## src/rtl/exception_unit_pkg.sv

```systemverilog
// Shared types for the exception unit: ExcCode values, per-instruction tag and FSM states.
package exc_pkg;

  localparam logic [31:0] EXC_VECTOR   = 32'h0000_0180;
  localparam int          FLUSH_CYCLES = 2;
  localparam int          CNT_W        = $clog2(FLUSH_CYCLES + 1);

  typedef enum logic [4:0] {
    INT  = 5'd0,
    ADEL = 5'd4,
    ADES = 5'd5,
    SYS  = 5'd8,
    BP   = 5'd9,
    RI   = 5'd10,
    OV   = 5'd12
  } exc_code_e;

  typedef struct packed {
    logic        valid;
    logic [31:0] pc;
    logic        bd;
    logic        exc;
    exc_code_e   code;
    logic [31:0] badva;
    logic        eret;
  } exc_tag_t;

  typedef enum logic {
    IDLE,
    FLUSH
  } state_e;

endpackage

```

## src/rtl/exception_unit_if.sv

```systemverilog
// Stage exception reports in, cp0 exception-entry / fetch-redirect controls out.
interface exception_unit_if;
  logic        stall;
  logic        valid_d;
  logic [31:0] pc_d;
  logic        bd_d;
  logic        f_adel;
  logic        d_ri;
  logic        d_syscall;
  logic        d_break;
  logic        d_eret;
  logic        e_ovf;
  logic        m_adel;
  logic        m_ades;
  logic [31:0] m_va;
  logic        int_counter;
  logic [31:0] epc_q;

  logic        e_enter;
  logic [4:0]  cause;
  logic [31:0] epc;
  logic [31:0] bad_va;
  logic        delay_slot;
  logic        eret;
  logic        flush;
  logic        redirect;
  logic [31:0] redirect_pc;
  logic        busy;

  modport master (
    output stall, valid_d, pc_d, bd_d, f_adel, d_ri, d_syscall, d_break, d_eret,
           e_ovf, m_adel, m_ades, m_va, int_counter, epc_q,
    input  e_enter, cause, epc, bad_va, delay_slot, eret, flush, redirect,
           redirect_pc, busy
  );

  modport slave (
    input  stall, valid_d, pc_d, bd_d, f_adel, d_ri, d_syscall, d_break, d_eret,
           e_ovf, m_adel, m_ades, m_va, int_counter, epc_q,
    output e_enter, cause, epc, bad_va, delay_slot, eret, flush, redirect,
           redirect_pc, busy
  );
endinterface

```

## src/rtl/exception_unit_tag_reg.sv

```systemverilog
// One pipeline exception-tag slot: 1-cycle register, holds on stall, flush clears it
// (flush wins over stall).
module exc_tag_reg
  import exc_pkg::*;
(
  input  logic     clk,
  input  logic     rst_n,
  input  logic     stall,
  input  logic     flush,
  input  exc_tag_t d,
  output exc_tag_t q
);

  always_ff @(posedge clk or negedge rst_n) begin
    if (!rst_n) begin
      q <= '0;
    end else if (flush) begin
      q <= '0;
    end else if (!stall) begin
      q <= d;
    end
  end

endmodule

```

## src/rtl/exception_unit.sv

```systemverilog
// Tags instructions D->E->M, commits one exception/ERET per cycle at M/W; strobes one cycle
// after commit. Stall holds tags and defers commit; the flush window overrides stall.
module exception_unit
  import exc_pkg::*;
(
  input  logic             clk,
  input  logic             rst_n,
  exception_unit_if.slave  eu
);

  exc_tag_t         d_in, d_q, e_in, e_q, m_in, m_q;
  state_e           state_q, state_d;
  logic [CNT_W-1:0] cnt_q, cnt_d;
  logic             idle, take_int, take_exc, take_eret, commit, clear;
  logic [4:0]       cause_n;
  logic [31:0]      epc_n, bad_va_n, rpc_n;
  logic             ds_n;

  // Decode priority: fetch address error first, then RI, SYSCALL, BREAK.
  always_comb begin
    d_in       = '0;
    d_in.valid = eu.valid_d;
    d_in.pc    = eu.pc_d;
    d_in.bd    = eu.bd_d;
    d_in.eret  = eu.valid_d & eu.d_eret;
    if (eu.valid_d) begin
      if (eu.f_adel) begin
        d_in.exc   = 1'b1;
        d_in.code  = ADEL;
        d_in.badva = eu.pc_d;
      end else if (eu.d_ri) begin
        d_in.exc  = 1'b1;
        d_in.code = RI;
      end else if (eu.d_syscall) begin
        d_in.exc  = 1'b1;
        d_in.code = SYS;
      end else if (eu.d_break) begin
        d_in.exc  = 1'b1;
        d_in.code = BP;
      end
    end
  end

  // Later stages only report if no earlier stage already did.
  always_comb begin
    e_in = d_q;
    if (d_q.valid && !d_q.exc && eu.e_ovf) begin
      e_in.exc  = 1'b1;
      e_in.code = OV;
    end
    m_in = e_q;
    if (e_q.valid && !e_q.exc && (eu.m_adel || eu.m_ades)) begin
      m_in.exc   = 1'b1;
      m_in.badva = eu.m_va;
      if (eu.m_adel) m_in.code = ADEL;
      else           m_in.code = ADES;
    end
  end

  assign idle      = (state_q == IDLE);
  assign take_int  = m_q.valid & eu.int_counter;
  assign take_exc  = take_int | (m_q.valid & m_q.exc);
  assign take_eret = m_q.valid & m_q.eret & ~take_exc;
  assign commit    = idle & ~eu.stall & (take_exc | take_eret);
  // Clearing on the commit edge itself drops younger instructions immediately.
  assign clear     = commit | ~idle;

  exc_tag_reg u_tag_d (.clk(clk), .rst_n(rst_n), .stall(eu.stall), .flush(clear), .d(d_in), .q(d_q));
  exc_tag_reg u_tag_e (.clk(clk), .rst_n(rst_n), .stall(eu.stall), .flush(clear), .d(e_in), .q(e_q));
  exc_tag_reg u_tag_m (.clk(clk), .rst_n(rst_n), .stall(eu.stall), .flush(clear), .d(m_in), .q(m_q));

  always_comb begin
    state_d = state_q;
    cnt_d   = cnt_q;
    case (state_q)
      IDLE: begin
        if (commit) begin
          state_d = FLUSH;
          cnt_d   = CNT_W'(FLUSH_CYCLES - 1);
        end
      end
      FLUSH: begin
        if (cnt_q == '0) state_d = IDLE;
        else             cnt_d   = cnt_q - 1'b1;
      end
      default: state_d = IDLE;
    endcase
  end

  always_comb begin
    cause_n  = '0;
    epc_n    = '0;
    bad_va_n = '0;
    ds_n     = 1'b0;
    rpc_n    = '0;
    if (commit && take_exc) begin
      cause_n = m_q.code;
      if (take_int) cause_n = INT;
      epc_n   = m_q.bd ? (m_q.pc - 32'd4) : m_q.pc;
      ds_n    = m_q.bd;
      rpc_n   = EXC_VECTOR;
      if (!take_int && (m_q.code == ADEL || m_q.code == ADES)) bad_va_n = m_q.badva;
    end else if (commit) begin
      rpc_n = eu.epc_q;
    end
  end

  always_ff @(posedge clk or negedge rst_n) begin
    if (!rst_n) begin
      state_q        <= IDLE;
      cnt_q          <= '0;
      eu.e_enter     <= 1'b0;
      eu.eret        <= 1'b0;
      eu.redirect    <= 1'b0;
      eu.cause       <= '0;
      eu.epc         <= '0;
      eu.bad_va      <= '0;
      eu.delay_slot  <= 1'b0;
      eu.redirect_pc <= '0;
      eu.flush       <= 1'b0;
      eu.busy        <= 1'b0;
    end else begin
      state_q        <= state_d;
      cnt_q          <= cnt_d;
      eu.e_enter     <= commit & take_exc;
      eu.eret        <= commit & take_eret;
      eu.redirect    <= commit;
      eu.cause       <= cause_n;
      eu.epc         <= epc_n;
      eu.bad_va      <= bad_va_n;
      eu.delay_slot  <= ds_n;
      eu.redirect_pc <= rpc_n;
      eu.flush       <= (state_d == FLUSH);
      eu.busy        <= (state_d != IDLE);
    end
  end

endmodule

```

## src/flat_wrapper.sv

```systemverilog
// flat-port wrapper written by rule: the top's interface ports become plain ports
module exception_unit_flat import exc_pkg::*;
  (clk, rst_n, eu_stall, eu_valid_d, eu_pc_d, eu_bd_d, eu_f_adel, eu_d_ri, eu_d_syscall, eu_d_break, eu_d_eret, eu_e_ovf, eu_m_adel, eu_m_ades, eu_m_va, eu_int_counter, eu_epc_q, eu_e_enter, eu_cause, eu_epc, eu_bad_va, eu_delay_slot, eu_eret, eu_flush, eu_redirect, eu_redirect_pc, eu_busy);
  exception_unit_if eu_i ();
  input  logic clk;
  input  logic rst_n;
  input wire logic [$bits(eu_i.stall)-1:0] eu_stall;
  input wire logic [$bits(eu_i.valid_d)-1:0] eu_valid_d;
  input wire logic [$bits(eu_i.pc_d)-1:0] eu_pc_d;
  input wire logic [$bits(eu_i.bd_d)-1:0] eu_bd_d;
  input wire logic [$bits(eu_i.f_adel)-1:0] eu_f_adel;
  input wire logic [$bits(eu_i.d_ri)-1:0] eu_d_ri;
  input wire logic [$bits(eu_i.d_syscall)-1:0] eu_d_syscall;
  input wire logic [$bits(eu_i.d_break)-1:0] eu_d_break;
  input wire logic [$bits(eu_i.d_eret)-1:0] eu_d_eret;
  input wire logic [$bits(eu_i.e_ovf)-1:0] eu_e_ovf;
  input wire logic [$bits(eu_i.m_adel)-1:0] eu_m_adel;
  input wire logic [$bits(eu_i.m_ades)-1:0] eu_m_ades;
  input wire logic [$bits(eu_i.m_va)-1:0] eu_m_va;
  input wire logic [$bits(eu_i.int_counter)-1:0] eu_int_counter;
  input wire logic [$bits(eu_i.epc_q)-1:0] eu_epc_q;
  output wire logic [$bits(eu_i.e_enter)-1:0] eu_e_enter;
  output wire logic [$bits(eu_i.cause)-1:0] eu_cause;
  output wire logic [$bits(eu_i.epc)-1:0] eu_epc;
  output wire logic [$bits(eu_i.bad_va)-1:0] eu_bad_va;
  output wire logic [$bits(eu_i.delay_slot)-1:0] eu_delay_slot;
  output wire logic [$bits(eu_i.eret)-1:0] eu_eret;
  output wire logic [$bits(eu_i.flush)-1:0] eu_flush;
  output wire logic [$bits(eu_i.redirect)-1:0] eu_redirect;
  output wire logic [$bits(eu_i.redirect_pc)-1:0] eu_redirect_pc;
  output wire logic [$bits(eu_i.busy)-1:0] eu_busy;
  assign eu_i.stall = eu_stall;
  assign eu_i.valid_d = eu_valid_d;
  assign eu_i.pc_d = eu_pc_d;
  assign eu_i.bd_d = eu_bd_d;
  assign eu_i.f_adel = eu_f_adel;
  assign eu_i.d_ri = eu_d_ri;
  assign eu_i.d_syscall = eu_d_syscall;
  assign eu_i.d_break = eu_d_break;
  assign eu_i.d_eret = eu_d_eret;
  assign eu_i.e_ovf = eu_e_ovf;
  assign eu_i.m_adel = eu_m_adel;
  assign eu_i.m_ades = eu_m_ades;
  assign eu_i.m_va = eu_m_va;
  assign eu_i.int_counter = eu_int_counter;
  assign eu_i.epc_q = eu_epc_q;
  assign eu_e_enter = eu_i.e_enter;
  assign eu_cause = eu_i.cause;
  assign eu_epc = eu_i.epc;
  assign eu_bad_va = eu_i.bad_va;
  assign eu_delay_slot = eu_i.delay_slot;
  assign eu_eret = eu_i.eret;
  assign eu_flush = eu_i.flush;
  assign eu_redirect = eu_i.redirect;
  assign eu_redirect_pc = eu_i.redirect_pc;
  assign eu_busy = eu_i.busy;
  exception_unit u_core (.clk(clk), .rst_n(rst_n), .eu(eu_i));
endmodule
```

## config.mk

```make
export PLATFORM = sky130hd
export DESIGN_NAME = exception_unit_flat
export DESIGN_NICKNAME = d
export VERILOG_FILES = /design/src/rtl/exception_unit_pkg.sv /design/src/rtl/exception_unit_if.sv /design/src/rtl/exception_unit_tag_reg.sv /design/src/rtl/exception_unit.sv /design/src/flat_wrapper.sv
export SDC_FILE = /design/constraint.sdc
export NUM_CORES = 1
export LEC_CHECK = 0
export ABC_AREA = 0
export ABC_CLOCK_PERIOD_IN_PS = 5890
export CAP_MARGIN = 20
export CORE_MARGIN = 1.5
export CORE_UTILIZATION = 55
export CTS_CLUSTER_DIAMETER = 40
export CTS_CLUSTER_SIZE = 12
export DETAILED_ROUTE_END_ITERATION = 7
export GPL_TIMING_DRIVEN = 0
export PLACE_DENSITY_LB_ADDON = 0.2
export SYNTH_ARGS = -nofsm -noshare
export SYNTH_HDL_FRONTEND = slang
export SYNTH_HIERARCHICAL = 1
export SYNTH_SLANG_ARGS = --single-unit
```

## constraint.sdc

```tcl
create_clock -name clk -period 5.89 [get_ports clk]
set_input_delay 1.767 -clock clk [delete_from_list [all_inputs] [get_ports clk]]
set_output_delay 1.767 -clock clk [all_outputs]
set_load 0.01 [all_outputs]
```

# Word level (Yosys, flattened, before mapping)
# Index checks and enable logic that the tools add are counted.
# totals
regBits,327
# op_classes
n_bitwise,15
reduce_logical,13
eq_ne,5
muxes,30
add_sub_neg,2
# op_table
cell,count
73-bit 2-to-1 mux,6
32-bit 2-to-1 mux,7
38-bit 2-to-1 mux,2
32-bit by 3-bit subtractor with 32-bit output (second input constant),1
6-bit 2-to-1 mux,5
5-bit by 3-bit equality test with 1-bit output (second input constant),2
5-bit 2-to-1 mux,2
1-bit AND,9
1-bit logical AND,6
1-bit 2-to-1 mux,4
2-bit 2-to-1 mux,2
2-bit inequality test (second input constant),2
2-bit case mux with 2 select lines,1
1-bit zero test,3
1-bit inverter,3
1-bit OR,3
2-bit zero test,1
1-bit logical OR,2
2-bit by 1-bit inequality test with 1-bit output (second input constant),1
1-bit case mux with 2 select lines,1
2-bit AND reduction,1
2-bit by 1-bit subtractor with 2-bit output (second input constant),1

# Depth between registers and ports, before layout
# logic_depth
word_depth,8
ltp_mapped,7

# Hierarchy
# The synthesis kept the hierarchy.
# by_module_without_submodules
mod,area_per_inst_um2,instances,cells_per_inst,seq_area_each_um2
exc_tag_reg,3022.9,3,235,1826.8
exception_unit,4799.6,1,425,2702.6

# Worst setup path before layout
# Ideal clock, no wire load.
# synth_path
path_kind,input-to-reg
from,input eu_m_ades
to,register u_core/u_tag_m/q[10] in the netlist's numbering
t_arrival_ns,3.204
slack_ns,2.554
path_buffers,1
setup_time_ns,0.132
cell_stages,6
required_time_ns,5.758
path_cell_list,o21ai_0 nor2_1 clkbuf_1 mux2_2 mux2i_1 nor2_1
# synth_lines
item,line,source
"start, declared",flat_wrapper.sv:18,input wire logic [$bits(eu_i.m_ades)-1:0] eu_m_ades;
"end signal, assigned",exception_unit_tag_reg.sv:16,q <= '0;
"end signal, assigned",exception_unit_tag_reg.sv:18,q <= '0;
"end signal, assigned",exception_unit_tag_reg.sv:20,q <= d;
"end, declared",exception_unit_tag_reg.sv:11,output exc_tag_t q

# Final worst setup path
# layout_path
from,input eu_stall
to,register u_core/u_tag_m/q[35] in the netlist's numbering
# layout_between
elab_chain_cells,5
word_cells_on_any_way,6
classes_between,eq/ne: 1; mux: 1; bitwise: 4
# layout_lines
item,line,source
"start, declared",flat_wrapper.sv:7,input wire logic [$bits(eu_i.stall)-1:0] eu_stall;
1-bit inverter (*),exception_unit.sv:64,assign commit = idle & ~eu.stall & (take_exc | take_eret);
1-bit AND (*) (2 in series),exception_unit.sv:64,
via u_core.commit,exception_unit.sv:14,"logic idle, take_int, take_exc, take_eret, commit, clear;"
1-bit OR (*),exception_unit.sv:66,assign clear = commit | ~idle;
via u_core.clear,exception_unit.sv:14,
2-bit by 1-bit inequality test with 1-bit output (no source line) or 73-bit 2-to-1 mux (tied branches),-,
# The timed path passes the listed nets; every way through them passes the cells marked *.
# A chain may end at the register's enable or synchronous reset.

==> metrics.yaml <==
run_status:
  outcome: "finished clean"
clocking:
  cts_setup_buffers: 0
  clock_latency_ns: 0.52
  ctsResizeCount: 0
  cts_root_buf: "clkbuf_16"
  cts-buffers-inserted: 42
  htreeDepth: 2
  cts_tree: "done"
  ctsHoldBuffers: 0
  clkSlewWorstSetupHoldPaths_ns: 0.06
  clkSinkCount: 327
  clockBufferDepth: 3
sta:
  tightest_slew_ns: 0.817
  fin_crit_sh_pct: 74.4
  fmax_mhz: 228
  drv_slew: 0
  clock-skew-final_ns: 0.0113
  fin_hold_ws_ns: 0.472
  rsz0062_at_grt: "no"
  fin_crit_ns: 4.38
  setup_violations: 0
  relSlewSlack_pct: 45.6
  hold_viol: 0
  worst_slack_ns: 1.51
route:
  via_per_inst: 5.26
  drt_iter0_markers: 646
  wl_per_cell_um: 17.8
  wirelength_mm: 31.1
  ant_nets: 0
  via_count: 9198
  drt_pre_antenna_iters: 5
  route.detailed.drc: 0
placement:
  routabilityCongestion: 0.796
  portBuffers: 216
  place_ws_ns: 1.05
  placed_cell_area_sq_mm: 0.0165
  dp_hpwl_mm: 21.4
flow_run:
  max-cap-violations: 0
grt:
  grt_usage_pct: 24.3
  grt_pass1_wl_mm: 49.7
  grt_pass1_vias: 9508
  grt_overflow: 0
  antenna_found_initial: 2
  grt_max_degree: 124
floorplan:
  ioPinCount: 217
  core_area_sq_mm: 0.0245
  fp.dieW_um: 162
  row_count: 57
  die_area_sq_mm: 0.0262
  die_height_um: 162
  initial_core_util_pct: 56.5
setup_path:
  crit_type: "in -> reg"
  critPathMaxFanout: 10
  critical_path.endpoint_type: "register"
  arrival_ns: 4.77
  worstPathRequired_ns: 6.27
  start_kind: "primary input"
pwr:
  cellLeakagePower_uw: 0.00900
  ir_drop_mv: 0.270
  power.density_mw_per_mm2: 406
  power_uw: 7300
hold_path:
  hold_path.class: "reg -> reg"
yosys:
  synthCells: 1130
  synth.distinct_cells: 47
  netlist_area_sq_mm: 0.0139
  synth_fp_nets: 1242
  synth_area_per_cell_sq_um: 12.3
  synth-seq-cells: 327
  synth_ff_type: "dfrtp_1"
  yosysWarningCount: 6
  synthArstFlopShare_pct: 100
  seq_area_frac_synth_pct: 59.0
  synth_edf_count: 0
finish:
  syn_to_final_growth_pct: 29.8
  final_net_count: 1505
  design_area_sq_mm: 0.0180
  layout-drive-gt1-share_pct: 10.3
[flip-flops by register name, indices dropped and copies added (netlist names)]
name,flops
u_core/eu.redirect,1
u_core/cnt_q,2
u_core/eu.cause,5
u_core/u_tag_d/q,73
u_core/eu.bad_va,32
u_core/u_tag_m/q,73
u_core/eu.redirect_pc,32
u_core/eu.delay_slot,1
u_core/state_q,1
u_core/u_tag_e/q,73
u_core/eu.e_enter,1
u_core/eu.epc,32
u_core/eu.eret,1
[synth_stat cells (5+ instances only)]
master | count | area, sq um
mux2_2 | 34 | 383
xnor2_1 | 6 | 52.6
xor2_1 | 17 | 149
nand3_1 | 9 | 45.0
nand4_1 | 5 | 31.3
and3_1 | 34 | 213
nor2_1 | 255 | 957
nor2b_1 | 5 | 31.3
clkbuf_1 | 18 | 67.6
mux2i_1 | 219 | 2190
or4_1 | 6 | 45.0
and2_1 | 76 | 475
o21ai_0 | 5 | 25.0
nand2_1 | 14 | 52.6
buf_12 | 24 | 480
inv_1 | 5 | 18.8
buf_1 | 21 | 78.8
dfrtp_1 | 327 | 8180
[cell usage in the layout, fill, tap and decap left out, drive strengths merged, types with 9 or more instances in the layout]
master           n
xor2            17
nand2           15
and3            34
clkdlybuf4s50  215
buf             50
nor2           255
clkinv          12
mux2            34
dfrtp          327
mux2i          219
nand3            9
clkbuf          73
and2            76
[cells by family (layout without fill, tap and decap cells)]
group,Yosys count,in the layout,synth area share (%)
AOI/OAI and AO/OA,17,17,0.785
xor gates and xnor gates,23,23,1.45
muxes,253,253,18.6
buffers and inverters,72,365,4.82
and+or+nand+nor,435,435,15.2
DFF,327,327,59.0
adders and majority gates,2,2,0.180
other,1,3,0.0270
[per-layer routing]
metal,GRT usage (%),wire [um],vias up
li1,-,-,4319
met1,31.8,13100,4573
met2,41.1,15600,262
met3,4.85,1770,44
met4,7.42,649,0
met5,0,0,-
[cell type report]
class,count,area [sq um]
Sequential cell,327,8180
Clock buffer,52,1190
Tap cell,324,405
Multi-Input combinational cell,731,5020
Inverter,5,18.8
Timing Repair Buffer,219,2230
Antenna cell,2,5.00
Clock inverter,22,300
Fill cell,1729,6530
Buffer,67,649
[power breakdown]
part,internal [uW],leakage (uW),switching (uW)
clock network,1710,0.000727,955
registers,2720,0.00441,352
logic,674,0.00386,891
[path summary, 6_finish.rpt]
| path | startpoint | end | slack, ns | depth (start not counted) |
|---|---|---|---|---|
| worst min register to register | u_core/u_tag_m/q[10] | u_core/eu.bad_va[9] | 0.47 | 1 |
| worst min-delay path | u_core/u_tag_m/q[10] | u_core/eu.bad_va[9] | 0.47 | 1 |
| max in group asynchronous | rst_n | u_core/u_tag_d/q[20] | 3.11 | 3 |
| worst max register to register | u_core/state_q | u_core/u_tag_m/q[35] | 2.96 | 7 |
| min in group asynchronous | rst_n | u_core/eu.redirect_pc[0] | 1.27 | 1 |
| worst max-delay path | eu_stall | u_core/u_tag_m/q[35] | 1.51 | 8 |
[worst max-delay path: stages]
cell and delay, ns:
clkdlybuf4s50_1 0.59, nor3b_1 0.68, o21ai_1 0.39, nand2_1 0.21, or2_2 0.16, clkbuf_2 0.34, buf_1 0.49, nor2_1 0.13
[per-stage QoR]
stage          utilization (%)  setup TNS (ns)  std cells
2_1_floorplan                -               0       1130
3_5_place_dp              67.2               0       1672
3_3_place_gp              67.0        -3527.55       1670
6_report                  73.4               0       1749
4_1_cts                   73.3               0       1746
5_1_grt                   73.4               0       1748
No activity file was read; power rests on OpenSTA's default activity.
